==> config.mk <==
export PLATFORM = sky130hd
export DESIGN_NAME = kf_meas_prep_flat
export DESIGN_NICKNAME = d
export VERILOG_FILES = /design/src/rtl/kf_meas_prep_if.sv /design/src/rtl/kf_meas_prep.sv /design/src/flat_wrapper.sv
export SDC_FILE = /design/constraint.sdc
export NUM_CORES = 1
export LEC_CHECK = 0
export CORE_UTILIZATION = 30
export CTS_BUF_LIST = sky130_fd_sc_hd__clkbuf_8
export DETAILED_ROUTE_END_ITERATION = 8
export SLEW_MARGIN = 20
export SYNTH_ARGS = -nofsm -noshare
export SYNTH_HDL_FRONTEND = slang
export SYNTH_SLANG_ARGS = --single-unit
export TNS_END_PERCENT = 10
==> constraint.sdc <==
create_clock -name clk -period 3.1 [get_ports clk]
set_input_delay 0.775 -clock clk [delete_from_list [all_inputs] [get_ports clk]]
set_output_delay 0.775 -clock clk [all_outputs]
set_load 0.02 [all_outputs]
==> src/rtl/kf_meas_prep_if.sv <==
// Sample-in / measurement-out bus of the Kalman measurement front-end.
// master = sample producer and result consumer; slave = kf_meas_prep.
interface kf_meas_prep_if #(
  parameter int W     = 24,
  parameter int RAW_W = 16
);
  logic [RAW_W-1:0] raw_in;
  logic             raw_valid;
  logic [W-1:0]     meas_out;
  logic             meas_valid;
  logic             meas_ack;

  modport master (
    output raw_in, raw_valid, meas_ack,
    input  meas_out, meas_valid
  );

  modport slave (
    input  raw_in, raw_valid, meas_ack,
    output meas_out, meas_valid
  );
endinterface

==> src/rtl/kf_meas_prep.sv <==
// Block-averages 2**AVG_LOG2 raw samples into a held sign-magnitude word; last sample -> meas_valid in 2 edges.
// No stall on the sample side: an unacked word is overwritten and counted in drop_cnt.
module kf_meas_prep #(
  parameter int W        = 24,
  parameter int FRAC     = 14,
  parameter int RAW_W    = 16,
  parameter int RAW_FRAC = 12,
  parameter int AVG_LOG2 = 2,
  parameter int DROP_W   = 8
) (
  input  logic              clk,
  input  logic              rst,
  input  logic              enable,
  kf_meas_prep_if.slave     m,
  output logic [DROP_W-1:0] drop_cnt,
  output logic              busy
);

  localparam int AW = RAW_W + AVG_LOG2;
  localparam int CW = AVG_LOG2 + 1;
  localparam int XW = RAW_W + 1;
  localparam int SH = FRAC - RAW_FRAC;
  localparam int MW = (XW + SH > W) ? XW + SH : W;
  localparam logic [CW-1:0] LAST_CNT = CW'((1 << AVG_LOG2) - 1);
  localparam logic [MW-1:0] MAG_MAX  = MW'((64'd1 << (W - 1)) - 64'd1);

  typedef enum logic [1:0] {IDLE, ACCUM, CONV} state_t;

  state_t state, state_nxt;
  logic   accept;
  logic   last;

  logic signed [AW-1:0] acc;
  logic        [CW-1:0] cnt;
  logic signed [AW-1:0] raw_x;
  logic signed [AW-1:0] avg_full;
  logic signed [XW-1:0] avg_x;
  logic        [XW-1:0] abs_v;
  logic        [MW-1:0] mag_ext;
  logic        [W-2:0]  mag_w;
  logic        [W-1:0]  conv_word;

  logic         res_vld;
  logic [W-1:0] res_q;
  logic [W-1:0] meas_q;
  logic         meas_vld_q;

  always_ff @(posedge clk or posedge rst) begin
    if (rst) state <= IDLE;
    else     state <= state_nxt;
  end

  always_comb begin
    state_nxt = state;
    case (state)
      IDLE:    if (enable) state_nxt = ACCUM;
      ACCUM:   if (!enable) state_nxt = IDLE;
               else if (last) state_nxt = CONV;
      CONV:    if (!enable) state_nxt = IDLE;
               else if (last) state_nxt = CONV;
               else state_nxt = ACCUM;
      default: state_nxt = IDLE;
    endcase
  end

  // A sample in the CONV cycle opens the next block; with 1-sample blocks it also closes it.
  always_comb begin
    busy   = (state != IDLE);
    accept = 1'b0;
    last   = 1'b0;
    case (state)
      ACCUM: begin
        accept = enable && m.raw_valid;
        last   = accept && (cnt == LAST_CNT);
      end
      CONV: begin
        accept = enable && m.raw_valid;
        last   = accept && (AVG_LOG2 == 0);
      end
      default: ;
    endcase
  end

  assign raw_x = AW'($signed(m.raw_in));

  always_ff @(posedge clk or posedge rst) begin
    if (rst) begin
      acc <= '0;
      cnt <= '0;
    end else begin
      case (state)
        ACCUM: begin
          if (!enable) begin
            acc <= '0;
            cnt <= '0;
          end else if (accept) begin
            acc <= acc + raw_x;
            cnt <= cnt + 1'b1;
          end
        end
        CONV: begin
          acc <= accept ? raw_x : '0;
          cnt <= accept ? CW'(1) : '0;
        end
        default: begin
          acc <= '0;
          cnt <= '0;
        end
      endcase
    end
  end

  // The block mean always fits RAW_W bits; the extra bit keeps |-2**(RAW_W-1)| representable.
  assign avg_full  = acc >>> AVG_LOG2;
  assign avg_x     = XW'(avg_full);
  assign abs_v     = avg_x[XW-1] ? XW'(-avg_x) : XW'(avg_x);
  assign mag_ext   = MW'(abs_v) << SH;
  assign mag_w     = (mag_ext > MAG_MAX) ? '1 : mag_ext[W-2:0];
  assign conv_word = {avg_x[XW-1], mag_w};

  always_ff @(posedge clk or posedge rst) begin
    if (rst) begin
      res_vld <= 1'b0;
      res_q   <= '0;
    end else begin
      res_vld <= (state == CONV);
      res_q   <= conv_word;
    end
  end

  always_ff @(posedge clk or posedge rst) begin
    if (rst) begin
      meas_q     <= '0;
      meas_vld_q <= 1'b0;
      drop_cnt   <= '0;
    end else if (res_vld) begin
      meas_q     <= res_q;
      meas_vld_q <= 1'b1;
      if (meas_vld_q && !m.meas_ack && (drop_cnt != '1))
        drop_cnt <= drop_cnt + 1'b1;
    end else if (m.meas_ack && meas_vld_q) begin
      meas_vld_q <= 1'b0;
    end
  end

  assign m.meas_out   = meas_q;
  assign m.meas_valid = meas_vld_q;

endmodule

==> src/flat_wrapper.sv <==
// flat-port wrapper written by rule: the top's interface ports become plain ports
module kf_meas_prep_flat 
#(
  parameter int W        = 24,
  parameter int FRAC     = 14,
  parameter int RAW_W    = 16,
  parameter int RAW_FRAC = 12,
  parameter int AVG_LOG2 = 2,
  parameter int DROP_W   = 8
)
  (clk, rst, enable, drop_cnt, busy, m_raw_in, m_raw_valid, m_meas_ack, m_meas_out, m_meas_valid);
  kf_meas_prep_if #(.W(W), .RAW_W(RAW_W)) m_i ();
  input  logic clk;
  input  logic rst;
  input  logic enable;
  output logic [DROP_W-1:0] drop_cnt;
  output logic busy;
  input wire logic [$bits(m_i.raw_in)-1:0] m_raw_in;
  input wire logic [$bits(m_i.raw_valid)-1:0] m_raw_valid;
  input wire logic [$bits(m_i.meas_ack)-1:0] m_meas_ack;
  output wire logic [$bits(m_i.meas_out)-1:0] m_meas_out;
  output wire logic [$bits(m_i.meas_valid)-1:0] m_meas_valid;
  assign m_i.raw_in = m_raw_in;
  assign m_i.raw_valid = m_raw_valid;
  assign m_i.meas_ack = m_meas_ack;
  assign m_meas_out = m_i.meas_out;
  assign m_meas_valid = m_i.meas_valid;
  kf_meas_prep #(.W(W), .FRAC(FRAC), .RAW_W(RAW_W), .RAW_FRAC(RAW_FRAC), .AVG_LOG2(AVG_LOG2), .DROP_W(DROP_W)) u_core (.clk(clk), .rst(rst), .enable(enable), .m(m_i), .drop_cnt(drop_cnt), .busy(busy));
endmodule
After elaboration in Yosys (flattened, before gate mapping)
Cells that the tools add are included.
{"block": "word_totals", "register_bits": 81, "inputBits": 21, "output_inout_bits": 34}
{"block": "classes", "add_sub_neg": 4, "n_lt_le_gt_ge": 1, "n_eq_ne": 7, "n_mux": 20, "reduce_logical": 12}
{"operator": "$mux W18", "n": 3}
{"operator": "$pmux W18 S2", "n": 1}
{"operator": "$gt A19 B23 Y1 const B", "n": 1}
{"operator": "$mux W23", "n": 1}
{"operator": "$add A18 B16 Y18", "n": 1}
{"operator": "$mux W17", "n": 1}
{"operator": "$neg A16 Y17", "n": 1}
{"operator": "$mux W2", "n": 5}
{"operator": "$add A8 B1 Y8 const B", "n": 1}
{"operator": "$ne A8 B8 Y1 const B", "n": 1}
{"operator": "$mux W3", "n": 2}
{"operator": "$ne A3 B2 Y1 const B", "n": 2}
{"operator": "$pmux W2 S3", "n": 1}
{"operator": "$pmux W3 S2", "n": 1}
{"operator": "$logic_and A1 B1 Y1", "n": 5}
{"operator": "$mux W1", "n": 5}
{"operator": "$reduce_and A2 Y1", "n": 2}
{"operator": "$reduce_bool A2 Y1", "n": 2}
{"operator": "$add A3 B1 Y3 const B", "n": 1}
{"operator": "$eq A3 B2 Y1 const B", "n": 1}
{"operator": "$eq A2 B1 Y1 const B", "n": 1}
{"operator": "$eq A2 B2 Y1 const B", "n": 1}
{"operator": "$logic_not A2 Y1", "n": 1}
{"operator": "$ne A2 B2 Y1 const B", "n": 1}
{"operator": "other kinds (2)", "n": 2}

Depth between registers and ports, before layout
Gate-level depths: netlist of run 1.
{"block": "logic_depth", "depth_word": 6, "mapped_depth": 10, "ltp_nobuf": 9}

Least setup slack after synthesis of run 1
No wires, ideal clock.
{"block": "synth_path", "path_type": "input port to flip-flop", "start": "in m_raw_in[0]", "end": "reg u_core.acc[6]", "setup_ns": 0.144, "arrival_time_ns": 2.247, "t_required_ns": 2.956, "setup_slack_ns": 0.709, "stages": 9, "cell_sequence": "ha_1 > inv_1 > fa_1 > nor2b_1 > o31ai_1 > a21oi_1 > xor2_1 > a221oi_1 > a21oi_1"}
{"block": "synth_via", "elab_chain_len": 4}
{"element": "start, declared", "line": "flat_wrapper.sv:18", "rtl": "input wire logic [$bits(m_i.raw_in)-1:0] m_raw_in;"}
{"element": "$add A18 B16 Y18", "line": "kf_meas_prep.sv:97", "rtl": "acc <= acc + raw_x;"}
{"element": "$mux W18", "line": "kf_meas_prep.sv:96", "rtl": "end else if (accept) begin"}
{"element": "$mux W18", "line": "kf_meas_prep.sv:93", "rtl": "if (!enable) begin"}
{"element": "$pmux W18 S2", "line": "kf_meas_prep.sv:91", "rtl": "case (state)"}
{"element": "end signal, assigned", "line": "kf_meas_prep.sv:97"}
{"element": "end signal, assigned", "line": "kf_meas_prep.sv:102", "rtl": "acc <= accept ? raw_x : '0;"}
{"element": "end, declared", "line": "kf_meas_prep.sv:33", "rtl": "logic signed [AW-1:0] acc;"}
No other way between the ends. The select of a mux whose other input is x is not followed.
A chain may end at the register's enable or synchronous reset.

Final worst setup path of run 1
{"block": "layout_path", "start": "in m_raw_in[0]", "end": "reg u_core.acc[14]"}
The elaborated chain is that of the path after synthesis.

==> results by group, run 1 <==
Status
  – Outcome: finished, final reports clean

Finish
  – Synthesis-to-finish area growth: 23.3%
  – # diodes: 0
  – Layout cells sized above 1: roughly 13%
  – Final net count: between 400 and 500
  – Post-route design area: roughly 0.0048 mm2
  – Fillers: ~1300

Logic synthesis
  – Fraction of registers with async set/reset: 100%
  – Synth area leaders: dfrtp_1 44%, ha_1 8.0%, mux2_2 5.5%, xnor2_1 4.5%, nand2_1 4.3%
  – Top FF cell, synth: dfrtp_1
  – Area leader, netlist: dfrtp_1
  – Synth unique cells: between 50 and 60
  – Synthesized area: 0.00389 mm2
  – Post-synthesis cell count: 380
  – Synth Warn #: 0
  – Post-synth EDFFs: 0
  – Sequential area share after synthesis: 44.4%
  – Top cell type's share of synthesized area: between 40% and 50%
  – Register bit total from synthesis: 69
  – Avg Cell Area, Syn: a little over 10 um2

Clocking
  – Setup repair bufs after CTS: 0
  – H-tree levels: 3
  – CTS tree: yes
  – CTS Hold Bufs: 0
  – Deepest clock path buffer count: 2
  – CTS buffer count: 9
  – Clk pin slew, worst setup/hold paths: 70 ps
  – Root buf cell: clkbuf_8
  – CTS Sinks: 69
  – Clk Latency, worst-skew pair: 350 ps
  – PostCTS Resize Cnt: 0

Timing
  – Endpoints failing setup: 0
  – Max_slew headroom: 46.2%
  – Min Tclk post-route: about 2700 ps
  – Final hold vios: 0
  – Setup ws final: between 400 and 500 ps
  – RSZ-0062 raised after global routing: no
  – Setup TNS: 0 ps
  – Clock Skew: just under 9 ps
  – Max Fclk: 0.375 GHz
  – Crit share post-route: a little under nine tenths
  – Worst Tran Pin Value: 807 ps
  – Max-slew violation count: 0

Worst setup path
  – Required @ worst endpoint: 3330 ps
  – Worst path cell trace: clkdlybuf4s50_1 -> ha_1 -> inv_1 -> fa_1 -> nor2b_1 -> o31ai_1 -> a21oi_1 -> buf_4 -> a31oi_1 -> xor2_1 -> o21ai_0
  – CP max FO: 4
  – CP max-delay cell: clkdlybuf4s50_1
  – Critical path class: in2reg
  – Element type at the critical path end: register
  – Max incr delay on CP: between 400 and 500 ps
  – Crit path arrival time: slightly below 3000 ps
  – Worst Setup Start Kind: input port

Global route
  – GRT overflow: 0
  – First-pass GRT wire length: approximately 14000 um
  – All-Layer GR Usage: 13.8%
  – Initial antenna violation count: 0
  – Vias in the first global route: roughly 3000
  – Largest net degree at the start of global routing: 70

Power and ir drop
  – Clock group share of total power: 18.8%
  – Switching Share: between 30% and 40%
  – Register share of total power: 38.0%
  – Comb pwr share: 43.2%
  – Overall power: between 3 and 4 mW
  – Int Power: roughly 2.3 mW
  – Pwr dens: roughly 780 mW/mm2
  – Maximum vdd drop: roughly 0.00021 V
  – Leak Pwr: 2.17 nW
  – Total net switching power: roughly 1.4 mW

Placement
  – HPWL Detailed: about 6400 um
  – Dpl ws: around 49 ps
  – Placed cell area: roughly 0.0046 mm2
  – Port buffer count: 48
  – Gpl congestion: 0.850

Floorplan
  – Full die area: between 0.01 and 0.015 mm2
  – Core box area: 0.0126 mm2
  – Site row count: 41
  – # IOs: 55
  – Starting density of the core: a little under a third
  – Die Width: around 120 um
  – Die height: roughly 120 um

Drt
  – DRC Markers: 0
  – DR WL/cell: about 14 um
  – DR iter-0 viols: approximately 220
  – Detailed Routing Iterations Pass 1: 4
  – Final wirelength: between 8000 and 9000 um
  – Via-to-Cell Ratio: between 4 and 5
  – Post-route ant nets: 0
  – Detailed-route via count: between 2000 and 3000

Job
  – Max-Cap Viols: 0

Hold path
  – Hold Path Class: reg2reg
[per-layer routing]
metal | up-vias | part of all wire (%) | wire, um | GRT usage (%)
met5 | - | 0 | 0 | 0
met4 | 0 | 2.6 | 217 | 6.75
met3 | 18 | 4.6 | 387 | 1.88
met2 | 87 | 47 | 3950 | 23.7
met1 | 1422 | 46 | 3860 | 17.0
li1 | 1468 | - | - | -
[synthesized netlist by cell type, types with 6 or more instances]
cell,instances
a21oi_1,25
a22oi_1,10
buf_4,6
clkbuf_1,7
dfrtp_1,69
ha_1,25
inv_1,12
mux2_2,19
nand2_1,45
nand3_1,6
nor2_1,18
nor3_1,6
o21ai_0,26
xnor2_1,20
xor2_1,13
[cell usage in the layout (no fill, tap or decap), types with 2 or more instances in the layout]
master           synthesis  routed
nand3_1                  6       6
a221o_1                  2       2
a21o_1                   4       4
xnor2_1                 20      20
inv_1                   12      13
buf_4                    6      11
a22oi_1                 10      10
mux2_2                  19      19
a21oi_2                  2       2
ha_1                    25      25
a211oi_1                 2       2
clkbuf_8                 0      10
nand2b_1                 2       2
dfrtp_1                 69      69
a31oi_1                  4       4
and2_1                   2       2
nor2_1                  18      18
o41ai_2                  3       3
o21ai_1                  2       2
o21ai_0                 26      26
a21oi_1                 25      25
o31ai_1                  5       5
nand2_1                 45      45
nor3_1                   6       6
xor2_1                  13      13
clkdlybuf4s50_1          0      48
nand4_1                  5       5
a221oi_1                 2       2
a21boi_0                 2       2
conb_1                   1       7
nor2b_1                  2       2
o21a_1                   3       3
and3_1                   3       3
[worst paths after layout]
path | startpoint | to | slack, ps | cells after the start
worst max-delay path | m_raw_in[0] | u_core.acc[14]$_DFFE_PP0P_ | 430 | 11
worst min-delay path | u_core.res_q[2]$_DFF_PP0_ | u_core.m.meas_out[2]$_DFFE_PP0P_ | 480 | 1
worst max register to register | u_core.acc[2]$_DFFE_PP0P_ | u_core.acc[14]$_DFFE_PP0P_ | 900 | 8
worst min register to register | u_core.res_q[2]$_DFF_PP0_ | u_core.m.meas_out[2]$_DFFE_PP0P_ | 480 | 1
max in group asynchronous | rst | u_core.m.meas_out[10]$_DFFE_PP0P_ | 2000 | 3
min in group asynchronous | rst | u_core.m.meas_out[2]$_DFFE_PP0P_ | 830 | 3
[through the flow]
stage | util (%) | instances | hold slack, ps
after detailed placement | 36.6 | 600 | 462
after global routing | 38.0 | 614 | 494
after global placement | 36.6 | 600 | 456
final | 38.0 | 614 | 475
after CTS | 38.0 | 614 | 480
after floorplan | - | 386 | 352
[power by group through the flow]
stage	sequential, mW	clock [mW]	combinational, mW
global placement	1.43	0	1.59
finish	1.42	0.700	1.61
global route	1.47	0.756	1.79
detailed placement	1.44	0	1.62
CTS	1.42	0.721	1.62
floorplan	1.46	0	1.03
[state kept, by name, indices dropped and copies added (netlist names)]
name / count
u_core.acc: 18
u_core.res_vld: 1
u_core.drop_cnt: 8
u_core.m.meas_out: 18
u_core.state: 2
u_core.cnt: 3
u_core.res_q: 18
u_core.m.meas_valid: 1
[layout make-up]
cell class	instances	area (um2)	share of cell area, %
multi-input combinational	287	2040	42.6
clock buffer	10	138	2.87
timing repair buffer	60	583	12.2
tap	172	215	4.49
clock inverter	4	42.5	0.887
sequential	69	1730	36.0
inverter	12	45.0	0.939
[cell families after synthesis]
kind of cell | synth area share [%]
simple gates | 12.1
xor+xnor | 7.43
buf+inv | 3.63
compound gates | 18.0
fa+ha+maj | 8.56
other cells | 0.0964
flops | 44.4
mux | 5.76
[critical path, delay by kind of cell]
family | cells | cell delay (ps)
fa+ha+maj | 2 | 410
simple gates | 1 | 70
xor+xnor | 1 | 160
compound gates | 4 | 800
buf+inv | 3 | 670
Note: power is estimated with default switching activity, not from simulation.
==> run 2, diff against run 1 <==
clock period = 3.05 ns   (was 3.1 ns; I/O delays follow)
==> results by group, run 2 (same netlist as run 1, synthesis figures left out) <==
Placement
  – HPWL Detailed: roughly 6300 um
  – Placed insts: 601
  – Gpl congestion: just over 0.8
  – Placed cell area: approximately 0.0046 mm2
  – Port buffer count: 48

Clocking
  – Setup repair bufs after CTS: 0
  – PostCTS Resize Cnt: 0
  – Clk pin slew, worst setup/hold paths: around 70 ps
  – CTS buffer count: 9
  – H-tree levels: 3
  – Deepest clock path buffer count: 2
  – CTS Sinks: slightly below 70
  – CTS tree: yes
  – Root buf cell: clkbuf_8
  – Clk Latency, worst-skew pair: roughly 350 ps
  – CTS Hold Bufs: 0

Global route
  – GRT overflow: 0
  – GR peak layer: met2
  – First-pass GRT wire length: 14200 um
  – All-Layer GR Usage: between 10% and 20%
  – Initial antenna violation count: 0
  – Met2 Track Usage GR: 21.5%
  – Vias in the first global route: between 2000 and 3000
  – Largest net degree at the start of global routing: 70
  – GR Util met1: approximately a fifth
  – Met3 Resource Use GR: between 1.5 and 2%

Worst setup path
  – Critical path class: in2reg
  – CP max FO: 3
  – Required @ worst endpoint: 3280 ps
  – Element type at the critical path end: register
  – Crit path arrival time: a little under 3000 ps
  – Worst Setup Start Kind: input port

Timing
  – Worst Tran Pin Value: between 800 and 900 ps
  – Clock Skew: 9.43 ps
  – Max-slew violation count: 0
  – Worst hold slack: between 400 and 500 ps
  – Max_slew headroom: about 44%
  – Final hold vios: 0
  – Min Tclk post-route: 2670 ps
  – Endpoints failing setup: 0
  – Setup TNS: 0 ps
  – Max Fclk: about 0.37 GHz
  – RSZ-0062 raised after global routing: no
  – Crit share post-route: 87.7%

Drt
  – DR iter-0 viols: between 150 and 200
  – Detailed-route via count: just under 3000
  – DRC Markers: 0
  – Post-route ant nets: 0
  – Final wirelength: between 8000 and 9000 um
  – Detailed Routing Iterations Pass 1: 4
  – DR WL/cell: roughly 14 um
  – Via-to-Cell Ratio: between 4 and 5

Finish
  – Layout cells sized above 1: between 10 and 15%
  – Post-route design area: between 0.004 and 0.005 mm2
  – # diodes: 0
  – Synthesis-to-finish area growth: 24.3%
  – Commonest non-fill, non-tap cell in the layout: dfrtp_1
  – Final net count: around 500
  – Most frequent cells in the layout: 69 x dfrtp_1, 48 x clkdlybuf4s50_1, 45 x nand2_1
  – Fillers: roughly 1300
  – Non-filler cells, final: 617

Floorplan
  – # IOs: 55
  – Full die area: 0.0134 mm2
  – Site row count: 41
  – Die height: approximately 120 um
  – Starting density of the core: between 30% and 40%
  – Die Width: about 120 um
  – Core box area: between 0.01 and 0.015 mm2

Power and ir drop
  – Overall power: slightly below 4 mW
  – Maximum vdd drop: roughly 0.00028 V
  – Pwr dens: 799 mW/mm2
  – Leak Pwr: approximately 2.2 nW

Status
  – Outcome: finished, final reports clean

Hold path
  – Hold Path Class: reg2reg

Job
  – Max-Cap Viols: 0
==> run 2: cell types whose count changed in the layout (fill, tap and decap cells not counted) <==
| cell | delta |
|---|---|
| clkbuf_8 | +2 |
| buf_4 | +1 |
| clkinvlp_4 | +1 |
| inv_1 | -1 |
==> run 2: path summary, 6_finish.rpt <==
kind,depth (start not counted),from,slack [ps],end
worst min-delay path,1,u_core.res_q[2]$_DFF_PP0_,470,u_core.m.meas_out[2]$_DFFE_PP0P_
worst max register to register,8,u_core.acc[2]$_DFFE_PP0P_,860,u_core.acc[10]$_DFFE_PP0P_
worst min register to register,1,u_core.res_q[2]$_DFF_PP0_,470,u_core.m.meas_out[2]$_DFFE_PP0P_
max in group asynchronous,3,rst,1950,u_core.m.meas_out[17]$_DFFE_PP0P_
min in group asynchronous,3,rst,820,u_core.m.meas_out[3]$_DFFE_PP0P_
worst max-delay path,10,m_raw_in[0],380,u_core.acc[16]$_DFFE_PP0P_
==> run 2: final cells by class <==
class | count | area [um2] | share of cell area (%)
sequential | 69 | 1730 | 35.7
clock buffer | 12 | 165 | 3.42
clock inverter | 4 | 46.3 | 0.958
multi-input combinational | 287 | 2040 | 42.3
timing repair buffer | 61 | 591 | 12.2
inverter | 12 | 45.0 | 0.932
tap | 172 | 215 | 4.45
==> run 2: worst max-delay path: stages <==
cell	delay, ps
clkdlybuf4s50_1	490
ha_1	170
inv_1	50
fa_1	390
nor2b_1	180
o31ai_1	130
a31oi_1	290
a31o_1	210
xnor2_1	110
o21ai_0	90
==> run 2: per-layer routing <==
layer,vias up,wire (um),share of wire [%]
li1,1475,-,-
met1,1404,4000,47
met2,78,4020,48
met3,6,341,4.0
met4,0,78,0.92
met5,-,0,0
==> run 2: report_power, final <==
| group | internal, mW | switching, mW | total, mW | leakage (nW) |
|---|---|---|---|---|
| registers | 1.18 | 0.261 | 1.44 | 0.943 |
| clock network | 0.440 | 0.340 | 0.780 | 0.110 |
| logic | 0.785 | 0.855 | 1.64 | 1.14 |
| total | 2.41 | 1.46 | 3.86 | 2.19 |
==> run 2: through the flow <==
step | worst slack, ps | utilization, %
after floorplan | 548 | -
after global placement | 79.0 | 36.6
after detailed placement | -14.6 | 36.6
after CTS | 368 | 38.3
after global routing | 149 | 38.3
final | 376 | 38.3
